### src/rtl/tube_pkg.sv
// -----------------------------------------------------------------------------
// tube_pkg
// Shared definitions for the multiplexed 7-segment display driver.
//   SEG_TABLE  : active-low segment patterns for hex digits 0..F
//                (bit7 = dp, bits6..0 = g..a)
//   SEG_OFF    : active-low "all segments dark" pattern
//   DP_BIT     : bit position of the decimal point in a segment byte
//   idx_width  : width of the digit index for a given digit count (min 1)
//   hex_to_seg : nibble/dp/blank -> active-low segment byte
// -----------------------------------------------------------------------------
package tube_pkg;

  localparam logic [7:0] SEG_OFF = 8'hFF;
  localparam int         DP_BIT  = 7;

  // Active-low patterns, dp segment off (bit7 = 1) in every entry.
  localparam logic [7:0] SEG_TABLE [16] = '{
    8'hC0, 8'hF9, 8'hA4, 8'hB0,
    8'h99, 8'h92, 8'h82, 8'hF8,
    8'h80, 8'h90, 8'h88, 8'h83,
    8'hC6, 8'hA1, 8'h86, 8'h8E
  };

  // A single digit still needs a 1-bit index so the select logic stays legal.
  function automatic int idx_width(input int digits);
    if (digits > 1) begin
      return $clog2(digits);
    end else begin
      return 1;
    end
  endfunction

  // Blanking overrides both the glyph and the decimal point.
  function automatic logic [7:0] hex_to_seg(input logic [3:0] nibble,
                                            input logic       dp,
                                            input logic       blank);
    logic [7:0] seg;
    if (blank) begin
      seg = SEG_OFF;
    end else begin
      seg = SEG_TABLE[nibble];
      if (dp) begin
        seg[DP_BIT] = 1'b0;
      end else begin
        seg[DP_BIT] = 1'b1;
      end
    end
    return seg;
  endfunction

endpackage

### src/rtl/hex_to_seg7.sv
// -----------------------------------------------------------------------------
// hex_to_seg7
// Combinational hex-to-7-segment decoder producing active-low segments.
// Output polarity adaptation is left to the instantiating module.
//   nibble_i : hex value to display
//   dp_i     : 1 = light the decimal point
//   blank_i  : 1 = all segments dark
//   seg_o    : active-low segments, bit7 = dp, bits6..0 = g..a
// -----------------------------------------------------------------------------
import tube_pkg::*;

module hex_to_seg7 (
  input  logic [3:0] nibble_i,
  input  logic       dp_i,
  input  logic       blank_i,
  output logic [7:0] seg_o
);

  // Pure table lookup; shared with any other user of the package function.
  always_comb begin
    seg_o = hex_to_seg(nibble_i, dp_i, blank_i);
  end

endmodule

### src/rtl/tube_scan.sv
// -----------------------------------------------------------------------------
// tube_scan
// Time-multiplexed driver for a bank of DIGITS 7-segment hex digits.
// One digit is enabled at a time for CLK_DIV clocks, round-robin. Host data
// is double-buffered: a load fills the pending buffer, which is copied to the
// active buffer only when the scan wraps back to digit 0, so a frame is never
// shown half old / half new.
//
// Ports
//   clk        : system clock
//   rst        : synchronous active-high reset
//   data       : hex nibbles, nibble i (bits 4i+3..4i) drives digit i
//   dp_in      : bit i set = decimal point of digit i lit
//   blank_in   : bit i set = digit i dark
//   load       : single-cycle strobe capturing data/dp_in/blank_in
//   LED7S      : registered segments, bit7 = dp, bits6..0 = g..a
//   dig        : registered digit enables, bit i = digit i
//   frame_done : registered one-cycle pulse on the edge that selects digit 0
// -----------------------------------------------------------------------------
import tube_pkg::*;

module tube_scan #(
  parameter int DIGITS         = 8,
  parameter int CLK_DIV        = 50000,
  parameter int SEG_ACTIVE_LOW = 1,
  parameter int DIG_ACTIVE_LOW = 1
) (
  input  logic                  clk,
  input  logic                  rst,
  input  logic [4*DIGITS-1:0]   data,
  input  logic [DIGITS-1:0]     dp_in,
  input  logic [DIGITS-1:0]     blank_in,
  input  logic                  load,
  output logic [7:0]            LED7S,
  output logic [DIGITS-1:0]     dig,
  output logic                  frame_done
);

  localparam int                IDX_W    = idx_width(DIGITS);
  localparam int                CNT_W    = $clog2(CLK_DIV);
  localparam logic [CNT_W-1:0]  CNT_LAST = CNT_W'(CLK_DIV - 1);
  localparam logic [IDX_W-1:0]  IDX_LAST = IDX_W'(DIGITS - 1);

  // "Off" output levels depend on the board polarity.
  localparam logic [7:0]        LED_OFF  = (SEG_ACTIVE_LOW != 0) ? 8'hFF : 8'h00;
  localparam logic [DIGITS-1:0] DIG_OFF  = (DIG_ACTIVE_LOW != 0) ? {DIGITS{1'b1}}
                                                                 : {DIGITS{1'b0}};

  // Scan state
  logic [CNT_W-1:0]    cnt_q,        cnt_d;
  logic [IDX_W-1:0]    idx_q,        idx_d;

  // Pending (host-side) buffer
  logic [4*DIGITS-1:0] pend_data_q,  pend_data_d;
  logic [DIGITS-1:0]   pend_dp_q,    pend_dp_d;
  logic [DIGITS-1:0]   pend_blank_q, pend_blank_d;
  logic                pend_valid_q, pend_valid_d;

  // Active (display-side) buffer
  logic [4*DIGITS-1:0] act_data_q,   act_data_d;
  logic [DIGITS-1:0]   act_dp_q,     act_dp_d;
  logic [DIGITS-1:0]   act_blank_q,  act_blank_d;

  // Output registers
  logic [7:0]          led_q,        led_d;
  logic [DIGITS-1:0]   dig_q,        dig_d;
  logic                fd_q,         fd_d;

  // Decode path
  logic                tick_s;
  logic                wrap_s;
  logic [3:0]          nib_s;
  logic                dp_s;
  logic                blank_s;
  logic [7:0]          seg_s;
  logic [DIGITS-1:0]   onehot_s;

  // Prescaler and digit index: tick on the last count, wrap on tick at the last digit.
  always_comb begin
    tick_s = (cnt_q == CNT_LAST);
    wrap_s = tick_s && (idx_q == IDX_LAST);

    if (tick_s) begin
      cnt_d = {CNT_W{1'b0}};
    end else begin
      cnt_d = cnt_q + {{(CNT_W-1){1'b0}}, 1'b1};
    end

    if (wrap_s) begin
      idx_d = {IDX_W{1'b0}};
    end else if (tick_s) begin
      idx_d = idx_q + {{(IDX_W-1){1'b0}}, 1'b1};
    end else begin
      idx_d = idx_q;
    end
  end

  // Double buffer: a wrap commits what was pending before this cycle, so a
  // load landing in the wrap cycle is kept pending for the following frame.
  always_comb begin
    pend_data_d  = pend_data_q;
    pend_dp_d    = pend_dp_q;
    pend_blank_d = pend_blank_q;
    pend_valid_d = pend_valid_q;
    act_data_d   = act_data_q;
    act_dp_d     = act_dp_q;
    act_blank_d  = act_blank_q;

    if (wrap_s && pend_valid_q) begin
      act_data_d   = pend_data_q;
      act_dp_d     = pend_dp_q;
      act_blank_d  = pend_blank_q;
      pend_valid_d = 1'b0;
    end else begin
      pend_valid_d = pend_valid_q;
    end

    if (load) begin
      pend_data_d  = data;
      pend_dp_d    = dp_in;
      pend_blank_d = blank_in;
      pend_valid_d = 1'b1;
    end else begin
      pend_data_d  = pend_data_q;
    end
  end

  // Select the digit that will be enabled after this edge, using the active
  // buffer as it will be after this edge, so enable and segments move together.
  always_comb begin
    nib_s   = act_data_d[{idx_d, 2'b00} +: 4];
    dp_s    = act_dp_d[idx_d];
    blank_s = act_blank_d[idx_d];
    for (int i = 0; i < DIGITS; i++) begin
      onehot_s[i] = (idx_d == IDX_W'(i));
    end
  end

  hex_to_seg7 u_dec (
    .nibble_i (nib_s),
    .dp_i     (dp_s),
    .blank_i  (blank_s),
    .seg_o    (seg_s)
  );

  // Apply board polarity to the next output values.
  always_comb begin
    if (SEG_ACTIVE_LOW != 0) begin
      led_d = seg_s;
    end else begin
      led_d = ~seg_s;
    end

    if (DIG_ACTIVE_LOW != 0) begin
      dig_d = ~onehot_s;
    end else begin
      dig_d = onehot_s;
    end

    fd_d = wrap_s;
  end

  // State and output registers; reset blanks the display and drops any load.
  always_ff @(posedge clk) begin
    if (rst) begin
      cnt_q        <= {CNT_W{1'b0}};
      idx_q        <= {IDX_W{1'b0}};
      pend_data_q  <= {(4*DIGITS){1'b0}};
      pend_dp_q    <= {DIGITS{1'b0}};
      pend_blank_q <= {DIGITS{1'b0}};
      pend_valid_q <= 1'b0;
      act_data_q   <= {(4*DIGITS){1'b0}};
      act_dp_q     <= {DIGITS{1'b0}};
      act_blank_q  <= {DIGITS{1'b1}};
      led_q        <= LED_OFF;
      dig_q        <= DIG_OFF;
      fd_q         <= 1'b0;
    end else begin
      cnt_q        <= cnt_d;
      idx_q        <= idx_d;
      pend_data_q  <= pend_data_d;
      pend_dp_q    <= pend_dp_d;
      pend_blank_q <= pend_blank_d;
      pend_valid_q <= pend_valid_d;
      act_data_q   <= act_data_d;
      act_dp_q     <= act_dp_d;
      act_blank_q  <= act_blank_d;
      led_q        <= led_d;
      dig_q        <= dig_d;
      fd_q         <= fd_d;
    end
  end

  assign LED7S      = led_q;
  assign dig        = dig_q;
  assign frame_done = fd_q;

endmodule

### config.mk
export PLATFORM = sky130hd
export DESIGN_NAME = tube_scan
export DESIGN_NICKNAME = d
export VERILOG_FILES = /design/src/rtl/tube_pkg.sv /design/src/rtl/hex_to_seg7.sv /design/src/rtl/tube_scan.sv
export SDC_FILE = /design/constraint.sdc
export NUM_CORES = 1
export LEC_CHECK = 0
export CAP_MARGIN = 40
export CORE_MARGIN = 2
export CORE_UTILIZATION = 50
export CTS_CLUSTER_DIAMETER = 30
export DETAILED_ROUTE_END_ITERATION = 8
export PLACE_DENSITY = 0.83
export SKIP_CTS_REPAIR_TIMING = 1
export SLEW_MARGIN = 5
export SYNTH_ARGS = -nofsm -noshare
export SYNTH_HDL_FRONTEND = slang
export SYNTH_SLANG_ARGS = --single-unit
### constraint.sdc
create_clock -name clk -period 2.95 [get_ports clk]
set_input_delay 0.4425 -clock clk [delete_from_list [all_inputs] [get_ports clk]]
set_output_delay 0.4425 -clock clk [all_outputs]
set_load 0.05 [all_outputs]
### Word level (Yosys, flattened, before mapping)

Memory sizes are Yosys's and may differ from the RTL's. A register that Yosys moved wholly into a read port is not among the register bits.
Index checks and enable logic that the tools add are counted.

* register bits after elaboration: 133
* memory bits (read-only): 128
* output and inout bits: 17
* logic and storage cells: 49
* memories: 1

Memories
* (no name shown): depth 16, bits a word 8, read ports 1, clocked after memory_dff 1, write ports 0, line tube_pkg.sv:41 `seg = SEG_TABLE[nibble];`

* add/sub/neg operators: 2
* order comparisons: 2
* equality and inequality tests: 9
* shifts and indexed selects: 1
* multiplexer cells: 14
* bitwise operators: 2
* reductions and logical operators: 6

Operator list (number)
* $mux W32: 1
* $shiftx A32 B6 Y4: 1
* $add A16 B1 Y16 const B: 1
* $eq A16 B16 Y1 const B: 1
* $mux W8: 2
* $eq A3 B3 Y1 const B: 5
* $mux W7: 2
* $not A8 Y8: 1
* $bmux W1 S3: 2
* $eq A3 B2 Y1 const B: 2
* $mux W3: 2
* $ge A5 B5 Y1 const B: 1
* $mux W1: 5
* $not A4 Y5: 1
* $lt A3 B4 Y1 const B: 1
* $reduce_or A2 Y1: 2
* $add A3 B1 Y3 const B: 1
* $eq A3 B1 Y1 const B: 1
* $logic_not A3 Y1: 1
* $logic_and A1 B1 Y1: 2
* $reduce_bool A2 Y1: 1

### Depth between registers and ports, before layout

* depth after elaboration: 9
* depth in mapped cells: 17
* mapped depth without buffers: 14

### By module

A second synthesis with hierarchy kept.

* cells, all modules: 577
* area, all modules: 5480.3 um^2

Modules (own cells, without submodules)
* tube_scan: instances 1, cells each 541, area each 5181.2 um^2, seq. area each 2662.6 um^2
* hex_to_seg7: instances 1, cells each 36, area each 299.0 um^2, seq. area each 0.0 um^2

### Worst setup path before layout

No wires, ideal clock.

* path kind: reg-to-reg
* from: reg cnt_q[0]
* to: reg led_q[1], in the netlist LED7S[1]
* library setup time: 0.079 ns
* arrival: 3.166 ns
* path slack: -0.295 ns
* stages on the path, launching flop included: 15
* path buffers: 3
* clock period less this slack: 3.245 ns
* cell sequence: dfxtp_1 > ha_1 > and3_4 > and4_1 > buf_6 > mux2i_1 > buf_2 > buf_1 > o211ai_1 > a31oi_1 > inv_1 > ha_1 > inv_1 > mux2_4 > o221ai_2

* longest elaborated chain between the ends: 7

Ends and longest elaborated chain
* start: declaration: line tube_scan.sv:50 `logic [CNT_W-1:0] cnt_q, cnt_d;`
* start signal: assignment: line tube_scan.sv:166 `cnt_q <= {CNT_W{1'b0}};`
* start signal: assignment: line tube_scan.sv:179 `cnt_q <= cnt_d;`
* $eq A16 B16 Y1 *: line tube_scan.sv:80 `tick_s = (cnt_q == CNT_LAST);`
* parallel branches: the longest is 6 deep, another holds $mux W32
* end: declaration: line tube_scan.sv:65 `logic [7:0] led_q, led_d;`

Mark *: on every way between the ends. The select of a mux whose other input is x is not followed.
A chain may end at the register's enable or synchronous reset.

### Worst setup path in the final report

Ends and elaborated chain as after synthesis.

==> out/metrics.cfg <==
[run_status]
status = complete, no violations

[floorplanning]
die_h_um = 108
initial_core_util = 0.507
dieArea_um2 = 11700
coreArea_um2 = 10700
io_pins = 68
rows = 38
die_w_um = 108

[finish]
nNetsFinal = 751
area_growth_pct = 33.2
fillCellCount = 780
n_antenna_cell = 0
final_util = 0.675
fin_cells = 844
drive_above_1_share = 0.169

[route]
ant_nets = 0
vias = 4604
drt_iter0_drc = 358
wl_per_cell_um = 15.9
routed_via_density = 5.45
wl_mm = 13.4
firstDrtPassIters = 7
drc_errors = 0

[job]
drv_cap = 0

[power]
fin_total_pwr_mw = 4.09
leakage_nw = 3.13
p_switching_uw = 897
seq_power_share = 0.457
power-per-cell-area_nw_per_um2 = 564
ir_drop_mv = 0.343
clock_power_share = 0.496
p_int_mw = 3.20
pwr-share-comb = 0.047
switching_share = 0.219

[clocking]
clk_path_buf_depth = 2
cts_tree = built
h-tree-depth = 4
path_clk_slew_ns = 0.06
numClockSinks = 133
root_buffer = clkbuf_8
cts_buffers = 17
clock_latency_ns = 0.53

[synth]
ys_warn_count = 0
synth-edff-count = 0
avgSynthCellArea_um2 = 9.19
synth_fp_nets = 653
yosysSeqAreaShare = 0.489
ys_types = 46
synthArstFlopShare = 0
ys_ff_latch = 133
synthFlopType = dfxtp_1
synth_area_um2 = 5450
netlist_instances = 593

[setup_path]
cp_data_arrival_time_ns = 3.33
required_ns = 3.39
critPathMaxFanout = 7
start_kind = register
worstSetupEndpointType = register
worstSetupPathType = register to register

[global_routing]
grt_pass1_wl_mm = 20.7
antenna_found_initial = 0
grt_max_degree = 96
grt.total_usage = 0.225
grt_overflow = 0
grt_pass1_vias = 4510

[placed_design]
dp.cells = 798
hpwlAfterDp_mm = 8.72
gp_congestion = 0.957
portBuffers = 67

[sta]
hold-worst-slack_ns = 0.228
worst_pin_slew_ns = 0.711
hold_viol = 0
setup_tns_ns = 0
slew_headroom = 0.526
drv_slew = 0
period_share = 0.979
setup_viol = 0
skew_ns = 0.00953
fmax_mhz = 346
layout_min_cycle_time_ns = 2.89

[worst_hold_path]
holdCritPathClass = input port to register

-- cell families after synthesis --
family,after synthesis,share of synthesized area
AO/OA/AOI/OAI,48,0.0572
XOR/XNOR,14,0.0225
adder cells (fa/ha/maj),9,0.0207
buffers and inverters,45,0.0400
flip-flops,133,0.489
multiplexers,87,0.163
AND/OR/NAND/NOR,257,0.208
-- routing by layer --
metal  wire [um]  share of wire  GRT usage
met2        7010           0.52      0.417
met3         739          0.055     0.0494
met5           0              0          0
met4         339          0.025     0.0861
met1        5360           0.40      0.249
-- flip-flops by register name, summed over array words and instances (netlist names) --
| signal | count |
|---|---|
| act_data_q | 32 |
| pend_data_q | 32 |
| cnt_q | 16 |
| LED7S | 8 |
| act_blank_q | 8 |
| act_dp_q | 8 |
| dig | 8 |
| pend_blank_q | 8 |
| pend_dp_q | 8 |
| idx_q | 3 |
| frame_done | 1 |
| pend_valid_q | 1 |
-- cell usage after synthesis (2+ instances only) --
master	instances	share of area
and4_1	2	0.0032
dfxtp_1	133	0.49
inv_1	5	0.0034
a21oi_1	25	0.023
xor2_1	7	0.011
buf_6	4	0.0083
mux2_4	2	0.0055
and3_1	4	0.0046
xnor2_1	7	0.011
nand3b_1	8	0.011
nand2_1	98	0.068
nand4_1	2	0.0023
mux2_2	2	0.0041
o211ai_1	3	0.0041
buf_1	8	0.0055
nor3_1	3	0.0028
clkbuf_1	19	0.013
ha_1	9	0.021
nor4bb_1	2	0.0037
nor2b_1	4	0.0046
o221ai_1	4	0.0064
nand3_1	25	0.023
nor2_1	100	0.069
a31oi_1	5	0.0057
mux2i_1	82	0.15
buf_2	6	0.0055
buf_4	3	0.0041
o21ai_0	3	0.0028
-- final cells by class --
type	count	area, um^2	share of cell area
Sequential cell	133	2660	0.367
Clock buffer	20	445	0.0614
Clock inverter	12	130	0.0179
Multi-Input combinational cell	417	2740	0.377
Timing Repair Buffer	117	1080	0.149
Tap cell	140	175	0.0241
Inverter	5	18.8	0.00259
-- layout by cell type (no fill, tap or decap), types with 4 or more instances in the layout --
| cell | count |
|---|---|
| dfxtp_1 | 132 |
| nor2_1 | 99 |
| nand2_1 | 98 |
| mux2i_1 | 78 |
| clkdlybuf4s50_1 | 65 |
| buf_4 | 44 |
| nand3_1 | 25 |
| a21oi_1 | 24 |
| clkbuf_16 | 16 |
| nand3b_1 | 8 |
| xor2_1 | 7 |
| xnor2_1 | 7 |
| ha_1 | 7 |
| clkinvlp_4 | 5 |
| mux2_4 | 4 |
| buf_6 | 4 |
-- critical path, stage by stage (launching register included) --
cell,delay (ns)
dfxtp_1,0.34
ha_2,0.20
and3_4,0.19
and4_4,0.30
nand3_2,0.21
buf_4,0.21
mux2i_1,0.28
o221ai_2,0.15
o22ai_1,0.23
or2_4,0.22
mux2_4,0.31
o221ai_2,0.15
-- per-stage QoR --
step | worst slack, ns | instance area [um^2]
6_report | 0.0606 | 7250
5_1_grt | -0.0587 | 7250
4_1_cts | -0.102 | 7000
3_5_place_dp | -0.0558 | 6430
3_3_place_gp | 0.0550 | 6400
2_1_floorplan | 0.00122 | 5500
-- path summary, 6_finish.rpt --
path	startpoint	to	cells after the start	slack (ns)
worst min-delay path	rst	idx_q[2]$_SDFF_PP0_	2	0.23
worst max-delay path	cnt_q[0]$_SDFF_PP0_	LED7S[1]$_SDFF_PP1_	11	0.06
worst min register to register	pend_data_q[22]$_SDFFE_PP0P_	act_data_q[22]$_SDFF_PP0_	2	0.46
worst max register to register	cnt_q[0]$_SDFF_PP0_	LED7S[1]$_SDFF_PP1_	11	0.06
-- power groups by stage --
stage | clock (mW) | sequential, mW | combinational [mW]
finish | 2.03 | 1.87 | 0.194
global route | 2.12 | 1.87 | 0.213
CTS | 2.04 | 1.87 | 0.196
detailed placement | 0 | 1.91 | 0.195
global placement | 0 | 1.91 | 0.183
floorplan | 0 | 1.90 | 0.0998
No activity file was read; power rests on OpenSTA's default activity.
